==> src/rtl/mod_n_updown_counter_pkg.sv <==
// Shared constants and elaboration helpers for the modulo-N up/down counter.
// Optional saturate mode is selected with MOD_N_UPDOWN_SATURATE_EN (see mod_n_step).
package mod_n_pkg;

    localparam logic DIR_UP   = 1'b1;
    localparam logic DIR_DOWN = 1'b0;

    // True when the modulus fits the count width: 2 <= n <= 2**width.
    function automatic bit param_ok(input int n, input int width);
        bit ok;
        ok = 1'b0;
        if ((width >= 32'sd1) && (width <= 32'sd30) && (n >= 32'sd2)) begin
            ok = (longint'(n) <= (64'sd1 <<< width));
        end else begin
            ok = 1'b0;
        end
        return ok;
    endfunction

    // Even parity of a count value, for downstream integrity checks.
    function automatic logic count_parity(input logic [31:0] value);
        return ^value;
    endfunction

endpackage

==> src/rtl/mod_n_updown_counter_if.sv <==
// Control/status bundle of the modulo-N counter: the driver side is master,
// the counter itself is slave.
interface mod_n_updown_counter_if #(
    parameter int WIDTH = 4
) ();

    logic             en;
    logic             dir;
    logic             load;
    logic [WIDTH-1:0] din;
    logic [WIDTH-1:0] q;
    logic             tc;
    logic             ovf;

    modport master (
        output en,
        output dir,
        output load,
        output din,
        input  q,
        input  tc,
        input  ovf
    );

    modport slave (
        input  en,
        input  dir,
        input  load,
        input  din,
        output q,
        output tc,
        output ovf
    );

endinterface

==> src/rtl/mod_n_updown_counter_step.sv <==
// Combinational next-count logic of the modulo-N counter. Wraps at the bounds
// by default; with MOD_N_UPDOWN_SATURATE_EN defined it holds at the bounds.
module mod_n_step
    import mod_n_pkg::*;
#(
    parameter int N     = 10,
    parameter int WIDTH = 4
) (
    input  logic [WIDTH-1:0] q,
    input  logic             dir,
    input  logic             en,
    output logic [WIDTH-1:0] next_q,
    output logic             limit
);

    // One extra bit keeps q+1 exact when N = 2**WIDTH.
    localparam logic [WIDTH:0] TOP_C  = (WIDTH+1)'(N - 1);
    localparam logic [WIDTH:0] ONE_C  = (WIDTH+1)'(1);
    localparam logic [WIDTH:0] ZERO_C = (WIDTH+1)'(0);

    logic [WIDTH:0] q_ext_s;
    logic [WIDTH:0] inc_s;
    logic [WIDTH:0] dec_s;
    logic [WIDTH:0] next_ext_s;
    logic           limit_s;
    logic           unused_s;

    assign q_ext_s = {1'b0, q};
    assign inc_s   = q_ext_s + ONE_C;
    assign dec_s   = q_ext_s - ONE_C;

    // Select the next count and flag any attempt to pass a bound.
    always_comb begin
        next_ext_s = q_ext_s;
        limit_s    = 1'b0;
        if (!en) begin
            next_ext_s = q_ext_s;
            limit_s    = 1'b0;
        end else if (q_ext_s > TOP_C) begin
            // Corrupted state: recover to zero whichever way we step.
            next_ext_s = ZERO_C;
            limit_s    = 1'b1;
        end else if (dir == DIR_UP) begin
            if (q_ext_s == TOP_C) begin
`ifdef MOD_N_UPDOWN_SATURATE_EN
                next_ext_s = TOP_C;
`else
                next_ext_s = ZERO_C;
`endif
                limit_s    = 1'b1;
            end else begin
                next_ext_s = inc_s;
                limit_s    = 1'b0;
            end
        end else begin
            if (q_ext_s == ZERO_C) begin
`ifdef MOD_N_UPDOWN_SATURATE_EN
                next_ext_s = ZERO_C;
`else
                next_ext_s = TOP_C;
`endif
                limit_s    = 1'b1;
            end else begin
                next_ext_s = dec_s;
                limit_s    = 1'b0;
            end
        end
    end

    assign next_q   = next_ext_s[WIDTH-1:0];
    assign limit    = limit_s;
    assign unused_s = ^{inc_s[WIDTH], dec_s[WIDTH], next_ext_s[WIDTH]};

endmodule

==> src/rtl/mod_n_updown_counter.sv <==
// Loadable modulo-N up/down counter with combinational cascade output tc and
// registered wrap pulse ovf. Build macro: MOD_N_UPDOWN_SATURATE_EN (saturate mode).
module mod_n_updown_counter
    import mod_n_pkg::*;
#(
    parameter int N     = 10,
    parameter int WIDTH = 4
) (
    input  logic                        clk,
    input  logic                        rst,
    mod_n_updown_counter_if.slave       bus
);

    if (!param_ok(N, WIDTH)) begin : g_param_err
        $error("mod_n_updown_counter: N=%0d outside 2..2**WIDTH (WIDTH=%0d)", N, WIDTH);
    end

    localparam logic [WIDTH:0]   TOP_EXT_C = (WIDTH+1)'(N - 1);
    localparam logic [WIDTH-1:0] TOP_C     = TOP_EXT_C[WIDTH-1:0];
    localparam logic [WIDTH-1:0] ZERO_C    = WIDTH'(0);

    logic [WIDTH-1:0] q_r;
    logic             ovf_r;
    logic [WIDTH-1:0] step_q_s;
    logic             step_limit_s;
    logic [WIDTH-1:0] load_q_s;
    logic             tc_s;

    mod_n_step #(
        .N     (N),
        .WIDTH (WIDTH)
    ) u_step (
        .q      (q_r),
        .dir    (bus.dir),
        .en     (bus.en),
        .next_q (step_q_s),
        .limit  (step_limit_s)
    );

    // Clamp loaded values above N-1 to N-1 so q never leaves 0..N-1.
    always_comb begin
        load_q_s = bus.din;
        if ({1'b0, bus.din} > TOP_EXT_C) begin
            load_q_s = TOP_C;
        end else begin
            load_q_s = bus.din;
        end
    end

    // Cascade enable: high in the cycle before a wrap, suppressed during load.
    always_comb begin
        tc_s = 1'b0;
        if (bus.load || !bus.en) begin
            tc_s = 1'b0;
        end else if (bus.dir == DIR_UP) begin
            tc_s = (q_r == TOP_C);
        end else begin
            tc_s = (q_r == ZERO_C);
        end
    end

    // Count register with priority reset > load > enable > hold.
    always_ff @(posedge clk or negedge rst) begin
        if (!rst) begin
            q_r   <= ZERO_C;
            ovf_r <= 1'b0;
        end else if (bus.load) begin
            q_r   <= load_q_s;
            ovf_r <= 1'b0;
        end else if (bus.en) begin
            q_r   <= step_q_s;
            ovf_r <= step_limit_s;
        end else begin
            q_r   <= q_r;
            ovf_r <= 1'b0;
        end
    end

    assign bus.q   = q_r;
    assign bus.ovf = ovf_r;
    assign bus.tc  = tc_s;

endmodule
==> src/flat_wrapper.sv <==
// flat-port wrapper written by rule: the top's interface ports become plain ports
module mod_n_updown_counter_flat import mod_n_pkg::*;
#(
    parameter int N     = 10,
    parameter int WIDTH = 4
)
  (clk, rst, bus_en, bus_dir, bus_load, bus_din, bus_q, bus_tc, bus_ovf);
  mod_n_updown_counter_if #(.WIDTH(WIDTH)) bus_i ();
  input  logic clk;
  input  logic rst;
  input wire logic [$bits(bus_i.en)-1:0] bus_en;
  input wire logic [$bits(bus_i.dir)-1:0] bus_dir;
  input wire logic [$bits(bus_i.load)-1:0] bus_load;
  input wire logic [$bits(bus_i.din)-1:0] bus_din;
  output wire logic [$bits(bus_i.q)-1:0] bus_q;
  output wire logic [$bits(bus_i.tc)-1:0] bus_tc;
  output wire logic [$bits(bus_i.ovf)-1:0] bus_ovf;
  assign bus_i.en = bus_en;
  assign bus_i.dir = bus_dir;
  assign bus_i.load = bus_load;
  assign bus_i.din = bus_din;
  assign bus_q = bus_i.q;
  assign bus_tc = bus_i.tc;
  assign bus_ovf = bus_i.ovf;
  mod_n_updown_counter #(.N(N), .WIDTH(WIDTH)) u_core (.clk(clk), .rst(rst), .bus(bus_i));
endmodule
==> config.mk <==
export PLATFORM = sky130hd
export DESIGN_NAME = mod_n_updown_counter_flat
export DESIGN_NICKNAME = d
export VERILOG_FILES = /design/src/rtl/mod_n_updown_counter_pkg.sv /design/src/rtl/mod_n_updown_counter_if.sv /design/src/rtl/mod_n_updown_counter_step.sv /design/src/rtl/mod_n_updown_counter.sv /design/src/flat_wrapper.sv
export SDC_FILE = /design/constraint.sdc
export NUM_CORES = 1
export LEC_CHECK = 0
export ABC_AREA = 1
export BUFFER_PORTS_ARGS = -buffer_cell sky130_fd_sc_hd__buf_4
export CELL_PAD_IN_SITES_DETAIL_PLACEMENT = 1
export CELL_PAD_IN_SITES_GLOBAL_PLACEMENT = 1
export CORE_AREA = 3 3 44 46
export CTS_CLUSTER_DIAMETER = 120
export CTS_CLUSTER_SIZE = 14
export DETAILED_ROUTE_END_ITERATION = 10
export DIE_AREA = 0 0 47 49
export PLACE_DENSITY = 0.66
export RECOVER_POWER = 25
export SLEW_MARGIN = 30
export SYNTH_ARGS = -nofsm -noshare
export SYNTH_HDL_FRONTEND = slang
export SYNTH_SLANG_ARGS = --single-unit
==> constraint.sdc <==
create_clock -name clk -period 1.19 [get_ports clk]
set_clock_uncertainty 0.05 [all_clocks]
set_input_delay 0.2975 -clock clk [delete_from_list [all_inputs] [get_ports clk]]
set_output_delay 0.2975 -clock clk [all_outputs]
set_load 0.01 [all_outputs]
==> impl_metrics.py <==
metrics = {
    "run_status": {
        "status": "complete, but fails checks",
        "violations": "negative setup slack",
    },
    "drt": {
        "drt_drc_violations_left": 0,
        "dr.first_iter.drc_count": 3,
        "drtAntennaViolNets": 0,
        "vias": 539,
        "vias_per_cell": 4.53,
        "drt_first_pass_iters": 2,
        "wl_um": 1470,
        "avgRoutedWirePerCell_um": 12.3,
    },
    "timing": {
        "setup_viol": 9,
        "rsz0062_at_grt": "yes",
        "timing.final.crit_share": 1.40,
        "tightest_slew_ns": 0.261,
        "min_period_ns": 1.66,
        "layout_setup_ws_ns": -0.471,
        "timing.fmax_mhz": 602,
        "hold-worst-slack_ns": 0.262,
        "slew_violations": 0,
        "maxSlewHeadroom": 0.826,
        "finalHoldViolations": 0,
    },
    "floorplan": {
        "ios": 15,
        "rows": 14,
        "die-width_um": 47,
        "core_mm2": 0.00154,
        "die_h_um": 49,
        "die-area_mm2": 0.00230,
        "initial_core_util": 0.267,
    },
    "setup_path": {
        "worstPathCellList": "buf_6, nor2_4, a21oi_2, inv_1, nand4_1, inv_1, buf_6",
        "critPathKind": "reg2out",
        "worstSetupStartpointType": "register",
        "cp_top_family": "flip-flops",
        "end_kind": "output pin",
        "path_buf_inv": 4,
        "crit_slowest_cell": "dfrtp_2",
        "slowest_delay_ns": 0.42,
        "crit_required_ns": 0.84,
        "critPathArrivalTime_ns": 1.31,
        "critPathMaxFanout": 2,
    },
    "power": {
        "ir_drop_v": 0.000961,
        "p_per_area_mw_per_mm2": 1110,
        "p_leak_nw": 0.437,
        "total_power_w": 0.000897,
    },
    "place": {
        "hpwl_um": 1080,
        "placed_area_um2": 633,
        "io_buffers": 14,
        "gp_congestion": 0.732,
        "dp.cells": 108,
    },
    "finish": {
        "drive_gt1_frac": 0.592,
        "fin_area_um2": 811,
        "final_cells": 119,
        "utilization": 0.526,
        "nNetsFinal": 113,
        "final_cell_mix": "21 x buf_4, 14 x nand2_1, 10 x inv_1, 10 x buf_6",
        "fillers": 186,
        "final_common_cell": "buf_4",
        "diodes": 0,
        "synthToLayoutAreaGrowth_pct": 97.0,
    },
    "synthesis": {
        "ys_ff_latch": 5,
        "syn_inst": 66,
        "yosys_warnings": 0,
        "syn_area_per_cell_um2": 6.24,
        "yosysSeqAreaShare": 0.304,
        "netlist_top_cells_area": "dfrtp_1 30%, nand2_1 17%, inv_1 12%",
        "yosys.area.top_type": "dfrtp_1",
        "synth.cell_area_um2": 412,
        "synthDominantCellAreaShare": 0.304,
        "synth_cell_types": 17,
        "synth_fp_nets": 75,
    },
    "grt": {
        "antenna_found_initial": 0,
        "grt_pass1_wl_um": 2310,
        "grt_pass1_vias": 562,
        "grt_start_max_net_pins": 6,
        "grt-ovfl-total": 0,
        "grt_use_total": 0.135,
    },
    "clock_tree": {
        "clk_pin_slew_worst_paths_ns": 0.04,
        "cts_tree": "yes",
        "clk_latency_ns": 0.24,
        "cts-root-buf": "clkbuf_4",
        "cts_buffer_depth": 2,
        "cts_buffers": 3,
        "htree_num_levels": 1,
        "clock_sinks": 5,
    },
    "run": {
        "cap_viol_max_count": 0,
    },
    "hold_path": {
        "hold_class": "in2reg",
    },
}
state kept, by name, indices dropped and copies added (netlist names):
| name | count |
|---|---|
| u_core.bus.ovf | 1 |
| u_core.bus.q | 4 |
Yosys cell counts:
master and instances:
nand2_1 19, inv_1 13, nand3_1 7, nor2_1 6, dfrtp_1 5, nor2_2 3, a21oi_2 2, o21ai_0 2
a21boi_0 1, a21oi_1 1, a31oi_1 1, inv_2 1, nand2_2 1, nand4_1 1, nor2_4 1, o211ai_1 1
o21ai_2 1
worst min-delay path, stage by stage:
cell and delay (ns):
buf_4 0.08, nand2_1 0.06, nand3_2 0.07
where the power goes:
group | leakage, nW | internal [W] | switching, W
Clock | 0.0150 | 0.000127 | 0.0000661
Combinational | 0.365 | 0.000249 | 0.000225
Sequential | 0.0578 | 0.000196 | 0.0000334
path summary, 6_finish.rpt:
check | from | end | slack [ns] | cells after the start
max | u_core.bus.q[2] | bus_tc | -0.47 | 7
min | bus_din[3] | u_core.bus.q[3] | 0.26 | 3
max reg2reg | u_core.bus.q[1] | u_core.bus.q[3] | -0.12 | 8
min reg2reg | u_core.bus.q[0] | u_core.bus.q[0] | 0.70 | 3
max in group asynchronous | rst | u_core.bus.q[3] | 0.48 | 2
min in group asynchronous | rst | u_core.bus.ovf | 0.39 | 2
logic make-up (layout without fill, tap and decap cells):
| group | Yosys count | count (layout) | share of synthesized area |
|---|---|---|---|
| AOI/OAI and AO/OA | 9 | 9 | 0.152 |
| buffers and inverters | 14 | 51 | 0.128 |
| DFF | 5 | 5 | 0.304 |
| and+or+nand+nor | 38 | 38 | 0.416 |
routing by layer:
metal / global-route usage / vias to the layer above / wire (um)
met5: 0 / - / 0
met1: 0.175 / 250 / 629
met2: 0.210 / 11 / 780
met4: 0.0276 / 0 / 0
li1: - / 278 / -
met3: 0.0480 / 0 / 57
per-stage QoR:
step / setup TNS, ns / setup slack [ns]
after floorplan: -0.138 / -0.138
after global placement: -0.454 / -0.198
after detailed placement: -0.573 / -0.208
after CTS: -1.92 / -0.472
after global routing: -2.35 / -0.583
final: -1.71 / -0.471
final cells by class:
class                      instances  area (um2)  share of cell area
sequential                         5         130               0.160
multi-input combinational         47         295               0.364
tap                               16        20.0              0.0247
clock buffer                       4        26.3              0.0324
inverter                          14        55.1              0.0679
timing repair buffer              33         284               0.350
repair_timing:
| item | in CTS | in global routing |
|---|---|---|
| cloned | 0 | 0 |
| hold buffers | 1 | 0 |
| resized for setup | 13 | 21 |
| endpoints found under the hold margin | 5 | 0 |
| endpoints found under the setup margin | 9 | 10 |
| pin swaps | 4 | 12 |
| buffers inserted | 6 | 3 |
(Power assumes the default switching activity.)
